===== src/rtl/mul_share_pkg.sv =====
// Shared types and helpers for the shared-multiplier front-end.
package mul_share_pkg;

    localparam int OPW = 8;   // operand width
    localparam int PRW = 16;  // product width

    typedef enum logic [1:0] {
        IDLE = 2'd0,
        LOAD = 2'd1,
        RUN  = 2'd2,
        RESP = 2'd3
    } state_t;

    // Index that follows idx in a ring of n entries.
    function automatic int rr_next(input int idx, input int n);
        return (idx + 1 >= n) ? 0 : idx + 1;
    endfunction

endpackage


===== src/rtl/mul_share_ctrl_shift_add_core.sv =====
// 8x8 sequential shift-add multiplier: one multiplier bit per cycle,
// finishing early once the remaining multiplier bits are all zero.
module shift_add_core
    import mul_share_pkg::*;
(
    input  logic           clk,
    input  logic           load,
    input  logic [OPW-1:0] a,
    input  logic [OPW-1:0] b,
    output logic           done,
    output logic [PRW-1:0] product
);

    logic [PRW-1:0] mcand_q;
    logic [OPW-1:0] mplier_q;
    logic [PRW-1:0] acc_q;

    // Load clears the accumulator; otherwise consume one multiplier bit.
    always_ff @(posedge clk) begin
        if (load) begin
            acc_q    <= '0;
            mcand_q  <= {{(PRW-OPW){1'b0}}, a};
            mplier_q <= b;
        end else if (mplier_q != '0) begin
            if (mplier_q[0])
                acc_q <= acc_q + mcand_q;
            mcand_q  <= mcand_q << 1;
            mplier_q <= mplier_q >> 1;
        end
    end

    assign done    = (mplier_q == '0);
    assign product = acc_q;

endmodule


===== src/rtl/mul_share_ctrl.sv =====
// Round-robin front-end that time-shares one shift-add multiplier core
// among N_REQ requesters; one multiplication in flight at a time.
module mul_share_ctrl
    import mul_share_pkg::*;
#(
    parameter int N_REQ = 2,
    parameter int IDX_W = 1
) (
    input  logic                 clk,
    input  logic                 reset,
    input  logic [N_REQ-1:0]     req_valid,
    input  logic [OPW*N_REQ-1:0] req_a,
    input  logic [OPW*N_REQ-1:0] req_b,
    output logic [N_REQ-1:0]     req_ready,
    output logic [N_REQ-1:0]     resp_valid,
    input  logic [N_REQ-1:0]     resp_ready,
    output logic [PRW-1:0]       resp_data,
    output logic                 busy
);

    state_t         state_q, state_d;
    logic [IDX_W-1:0] rr_ptr, owner, pick;
    logic [OPW-1:0] a_q, b_q;
    logic [PRW-1:0] prod_q;
    logic [N_REQ-1:0] grant;
    logic           found;
    int             idx;

    logic           core_load, core_done;
    logic [PRW-1:0] core_product;

    shift_add_core u_core (
        .clk     (clk),
        .load    (core_load),
        .a       (a_q),
        .b       (b_q),
        .done    (core_done),
        .product (core_product)
    );

    // Round-robin pick: first valid requester at or after rr_ptr, wrapping.
    always_comb begin
        grant = '0;
        pick  = '0;
        found = 1'b0;
        idx   = 0;
        for (int k = 0; k < N_REQ; k++) begin
            idx = int'(rr_ptr) + k;
            if (idx >= N_REQ)
                idx = idx - N_REQ;
            if (!found && req_valid[idx]) begin
                grant[idx] = 1'b1;
                pick       = IDX_W'(idx);
                found      = 1'b1;
            end
        end
    end

    assign req_ready = (state_q == IDLE) ? grant : '0;

    // Next-state and core control; the core done flag is only trusted in RUN.
    always_comb begin
        state_d   = state_q;
        core_load = 1'b0;
        case (state_q)
            IDLE: if (|req_ready) state_d = LOAD;
            LOAD: begin
                core_load = 1'b1;
                state_d   = RUN;
            end
            RUN:  if (core_done) state_d = RESP;
            RESP: if (resp_ready[owner]) state_d = IDLE;
            default: state_d = IDLE;
        endcase
    end

    // State, operand/owner capture, product capture and pointer rotation.
    always_ff @(posedge clk) begin
        if (reset) begin
            state_q <= IDLE;
            rr_ptr  <= '0;
            owner   <= '0;
            a_q     <= '0;
            b_q     <= '0;
            prod_q  <= '0;
        end else begin
            state_q <= state_d;
            if (state_q == IDLE && |req_ready) begin
                owner <= pick;
                a_q   <= req_a[pick*OPW +: OPW];
                b_q   <= req_b[pick*OPW +: OPW];
            end
            if (state_q == RUN && core_done)
                prod_q <= core_product;
            if (state_q == RESP && resp_ready[owner])
                rr_ptr <= IDX_W'(rr_next(int'(owner), N_REQ));
        end
    end

    // Result is presented only to the owner of the in-flight request.
    always_comb begin
        resp_valid = '0;
        if (state_q == RESP)
            resp_valid[owner] = 1'b1;
    end

    assign resp_data = prod_q;
    assign busy      = (state_q != IDLE);

endmodule

===== config.mk =====
export PLATFORM = sky130hd
export DESIGN_NAME = mul_share_ctrl
export DESIGN_NICKNAME = d
export VERILOG_FILES = /design/src/rtl/mul_share_pkg.sv /design/src/rtl/mul_share_ctrl_shift_add_core.sv /design/src/rtl/mul_share_ctrl.sv
export SDC_FILE = /design/constraint.sdc
export NUM_CORES = 1
export LEC_CHECK = 0
export ABC_AREA = 1
export CORE_AREA = 8 8 116 171
export DETAILED_ROUTE_END_ITERATION = 12
export DIE_AREA = 0 0 124 179
export GPL_TIMING_DRIVEN = 0
export SYNTH_ARGS = -nofsm -noshare
export SYNTH_HDL_FRONTEND = slang
export SYNTH_SLANG_ARGS = --single-unit

===== constraint.sdc =====
create_clock -name clk -period 1.6 [get_ports clk]
set_input_delay 0.32 -clock clk [delete_from_list [all_inputs] [get_ports clk]]
set_output_delay 0.32 -clock clk [all_outputs]
set_load 0.02 [all_outputs]

* Word-level counts from Yosys, hierarchy flattened
Index checks and enable logic that the tools add are counted.
** Word-level totals
- Input port bits :: 38
- Output and inout port bits :: 21
- Bits in registers :: 76
- Word-level logic and storage cells :: 82
** Operators by class
- Equality and inequality tests :: 6
- $lt $le $gt $ge :: 9
- Reduce and logical (&&, ||, !) cells :: 16
- Multiplexer cells :: 33
- Shifts and indexed selects :: 2
- Bitwise operators :: 1
- Add/sub/neg operators :: 5
** Operators with widths (count)
- greater-or-equal comparator 32 x 1 -> 1 bit (second input constant) :: 2
- < comparator 32 x 3 -> 1 bit (second input constant) :: 2
- two-way mux 32 bit :: 2
- two-way mux 8 bit :: 4
- variable part select 16 x 5 -> 8 bit :: 2
- adder 16 bit :: 1
- two-way mux 1 bit :: 16
- two-way mux 2 bit :: 7
- logical NOT 8 bit :: 1
- one-hot mux 2 bit (4 select lines) :: 1
- nonzero test 8 bit :: 1
- logical AND 1 bit :: 7
- adder 1 x 1 -> 2 bit (second input constant) :: 2
- == test 2 bit (second input constant) :: 2
- greater-or-equal comparator 2 bit (second input constant) :: 2
- != test 2 bit (second input constant) :: 2
- nonzero test 2 bit :: 2
- demux 1 bit (select 1 bit) :: 3
- AND reduction 3 bit :: 1
- subtractor 1 x 2 -> 3 bit (second input constant) :: 1
- subtractor 2 x 2 -> 3 bit (second input constant) :: 1
- == test 2 x 1 -> 1 bit (second input constant) :: 1
- greater-or-equal comparator 1 x 2 -> 1 bit (second input constant) :: 1
- logical NOT 2 bit :: 1
- other kinds (7) :: 7

* Longest topological paths before layout
- Depth after elaboration :: 13
- Mapped depth :: 12
- Depth with buffers taken out :: 12

* Cells and area by module
From an unflattened synthesis, not the netlist that was laid out.
** Unflattened totals
- Cell total of the unflattened synthesis :: 623
- Area total of the unflattened synthesis :: 4265.3 sq um
** Modules (own cells, without submodules)
- shift_add_core :: instances 1, area each 2496.1 sq um, cells each 370
- mul_share_ctrl :: instances 1, area each 1769.2 sq um, cells each 253

* Worst setup path after synthesis
OpenSTA, ideal clock, no wires.
- Path type :: reg-to-reg
- From :: register u_core.mcand_q[0]
- To :: register u_core.acc_q[8], in the netlist u_core.product[8]
- Path slack :: -0.124 ns
- Data required time :: 1.491 ns
- Period minus slack after synthesis :: 1.724 ns
- Buffers on the path :: 0
- Stages on the path, launching flop included :: 12
- Library setup time :: 0.109 ns
- Data arrival time :: 1.615 ns
- Path through :: edfxtp_1 ha_1 fa_1 nand2_1 nand2_1 and2_1 nand2_1 nand2_1 xnor2_1 nand2_1 nand2_1 inv_1
** Between the ends
- Cells in the longest elaborated chain, start to end :: 1
** RTL lines
- from (decl) :: RTL line mul_share_ctrl_shift_add_core.sv:14 : logic [PRW-1:0] mcand_q;
- from (signal assigned) :: RTL line mul_share_ctrl_shift_add_core.sv:22 : mcand_q <= {{(PRW-OPW){1'b0}}, a};
- from (signal assigned) :: RTL line mul_share_ctrl_shift_add_core.sv:27 : mcand_q <= mcand_q << 1;
- adder 16 bit :: RTL line mul_share_ctrl_shift_add_core.sv:26 : acc_q <= acc_q + mcand_q;
- to (signal assigned) :: RTL line mul_share_ctrl_shift_add_core.sv:26
- to (decl) :: RTL line mul_share_ctrl_shift_add_core.sv:16 : logic [PRW-1:0] acc_q;
Every way passes these cells.
A chain may end at the register's enable or synchronous reset.

* Final worst setup path
- From :: register u_core.mcand_q[0]
- To :: register u_core.acc_q[10], in the netlist u_core.product[10]
The elaborated chain is that of the path after synthesis.

==> results.toml <==
[route]
first_pass_iters = 4
wire_per_inst_um = 12.5
initialDrtViolationCount = 179
remaining_drc_errors = 0
ant_nets = 0
wl_um = 11000
via_count = 3878
viasPerCell = 4.43

[critical_path]
cp.depth = 12
r2r_cells = 12
crit_start = "u_core.mcand_q[0]"
worstSetupEndpointType = "flip-flop"
path_cells = "ha_2, fa_2, nand2_2, nand2_2, nand3b_1, nand2_2, nand2_2, nand2_1, nand2_1, nand3_1, nand2_1, inv_1"
crit_required_ns = 1.83
crit_arrival_ns = 2.07
crit_slowest_cell = "edfxtp_1"
cp_max_fo = 3
crit_path_max_incr_delay_ns = 0.39
rr_startpoint = "u_core.mcand_q[0]"
cp_common_cell = "nand2_2"
start_kind = "flip-flop"
crit_end = "u_core.product[10]"
crit_family = "simple AND/OR/NAND/NOR gates"
r2r_end = "u_core.product[10]"
r2r_slack_ns = -0.23
worst-setup-path-type = "flip-flop to flip-flop"
path_buf_inv = 1

[sta]
finalWorstSetupSlack_ns = -0.233
rsz0062_at_grt = "true"
tightest_slew_ns = 0.583
maxClockFrequency_ghz = 0.546
hold_viol = 0
maxSlewHeadroom_pct = 61.1
finalSetupViolCount = 10
finalCritPeriodShare_pct = 115
finalCriticalPeriod_ns = 1.83
skew_ns = 0.00863
slew_viol_final = 0

[power]
pwr_density_cell_mw_per_mm2 = 1960
leakage_nw = 2.69
total_power_mw = 11.4
ir_worst_vdd_v = 0.000802

[clock_network]
clockRootBuffer = "clkbuf_16"
cts_tree = "yes"
htree_num_levels = 3
insertion_delay_ns = 0.33
cts.clk_slew.worst_paths_ns = 0.06
numClockSinks = 76
clockBufferDepth = 2
cts_made_buffers = 9

[floorplanning]
start_util_pct = 23.7
core_mm2 = 0.0173
dieArea_mm2 = 0.0222
die_w_um = 124
io_pins = 59
num_rows = 59
die_h_um = 179

[hold_path]
hold_start = "req_valid[0]"
hold_path.class = "input port to flip-flop"
holdPathStages = 4

[synth]
ys_types = 32
ys_ff_latch = 76
ys_seq_area_share_pct = 41.1
synth_warnings = 0
synthesis.area_mm2 = 0.00409
avgSynthCellArea_um2 = 7.21
synth_cells = 568
synthesis.nets = 626

[global_routing]
antenna_found_initial = 0
grt_max_degree = 17
track_usage_pct = 10.5
grt_first_pass_wirelength_um = 18700
grt_remaining_overflow = 0
grt_pass1_vias = 4085

[job]
maxCapViolCount = 0

[run_status]
status = "finished with violations"
failed_checks = "negative setup slack"

[placed_design]
port_buffers = 58
hpwl_um = 8500
placed_area_mm2 = 0.00495
globalplace.congestion = 0.867

[finish]
final_area_mm2 = 0.00579
nets = 716
layout-drive-gt1-share_pct = 22.8
syn2layout_area_growth_pct = 41.5
diodes = 0
cells in the mapped netlist, drive strengths merged:
cell      n  area, µm²
or2       2       12.5
nor2     49        203
nor3      6       30.0
nand3    55        275
inv      77        289
a31oi    17        106
o21ai    36        180
fa        1       20.0
xnor2     3       26.3
xor2      2       17.5
a21oi    31        155
clkbuf   10       37.5
nand2   159        622
dfxtp    60       1200
edfxtp   16        480
ha       19        238
and2      1       6.26
nand3b    2       15.0
buf      13       97.6
o21a      1       7.51
o211ai    4       30.0
clkinv    1       8.76
nand4     3       33.8
layout by cell type, fill, tap and decap left out, types with 7 or more instances in the layout:
cell and count:
a21oi_1 26, a31oi_1 17, buf_2 7, buf_4 24, clkbuf_1 7, clkbuf_16 10, clkdlybuf4s50_1 35, dfxtp_1 47
dfxtp_2 12, dlygate4sd2_1 17, edfxtp_1 16, ha_4 10, inv_1 71, nand2_1 125, nand2_2 25, nand2_4 7
nand3_1 47, nand3_2 8, nor2_1 45, o21ai_0 18, o21ai_1 18
metal layers:
| metal | wire, µm | GRT usage (%) | part of all wire [%] | vias to the layer above |
|---|---|---|---|---|
| li1 | - | - | - | 2019 |
| met1 | 4240 | 10.5 | 39 | 1761 |
| met3 | 255 | 2.02 | 2.3 | 27 |
| met4 | 436 | 5.38 | 4.0 | 0 |
| met2 | 6060 | 19.9 | 55 | 71 |
| met5 | 0 | 0 | 0 | - |
registers in the layout (all words and copies together), names as in the netlist:
name and cells:
resp_data 16, u_core.mcand_q 16, u_core.product 16, a_q 8, b_q 8, u_core.mplier_q 8, state_q 2, owner 1
rr_ptr 1
layout make-up:
| class | instances | area, µm² |
|---|---|---|
| multi-input combinational | 391 | 2340 |
| fill | 1867 | 11500 |
| inverter | 78 | 298 |
| timing repair buffer | 79 | 709 |
| sequential | 76 | 1700 |
| buffer | 23 | 151 |
| clock inverter | 5 | 65.1 |
| clock buffer | 11 | 264 |
| tap | 213 | 267 |
worst register-to-register path: stages (launching register included):
cell	delay, ns
edfxtp_1	0.39
ha_2	0.21
fa_2	0.37
nand2_2	0.07
nand2_2	0.05
nand3b_1	0.13
nand2_2	0.12
nand2_2	0.09
nand2_1	0.05
nand2_1	0.05
nand3_1	0.07
nand2_1	0.10
inv_1	0.03
what timing repair did:
| item | in CTS | in global routing |
|---|---|---|
| pin swaps | 23 | 33 |
| setup endpoints to repair | 68 | 51 |
| buffers inserted | 9 | 12 |
| resized for setup | 99 | 47 |
| hold buffers | 0 | 0 |
metrics by stage:
step                setup WS [ns]  TNS, ns  util, %  hold slack (ns)  std cells
floorplan                 -0.0393  -0.0972        -            0.448        568
global route               -0.346    -2.21     33.5            0.444        876
CTS                        -0.206    -1.16     32.2            0.457        864
finish                     -0.233    -1.20     33.5            0.412        876
detailed placement         -0.620   -21.33     28.7            0.449        839
global placement           -0.607   -20.41     28.7            0.452        839
how the worst min path moves through the flow:
stage                              end  slack (ns)
floorplan           u_core.mcand_q[11]        0.45
global placement         resp_data[12]        0.45
detailed placement        resp_data[6]        0.45
CTS                       resp_data[6]        0.46
global route                     owner        0.44
finish                           owner        0.41
cell families (layout without fill, tap and decap cells):
group	after synthesis	after routing	share of synthesized area (%)
AO/OA/AOI/OAI	89	89	11.7
AND/OR/NAND/NOR	277	277	29.3
flip-flops	76	76	41.1
XOR/XNOR	5	5	1.07
adder cells (fa/ha/maj)	20	20	6.30
buffers and inverters	101	196	10.6
power by group:
part | internal, mW | switching [mW] | total, mW
registers | 2.73 | 0.624 | 3.35
clock network | 1.36 | 0.828 | 2.19
logic | 2.52 | 3.32 | 5.84
(Power assumes the default switching activity.)
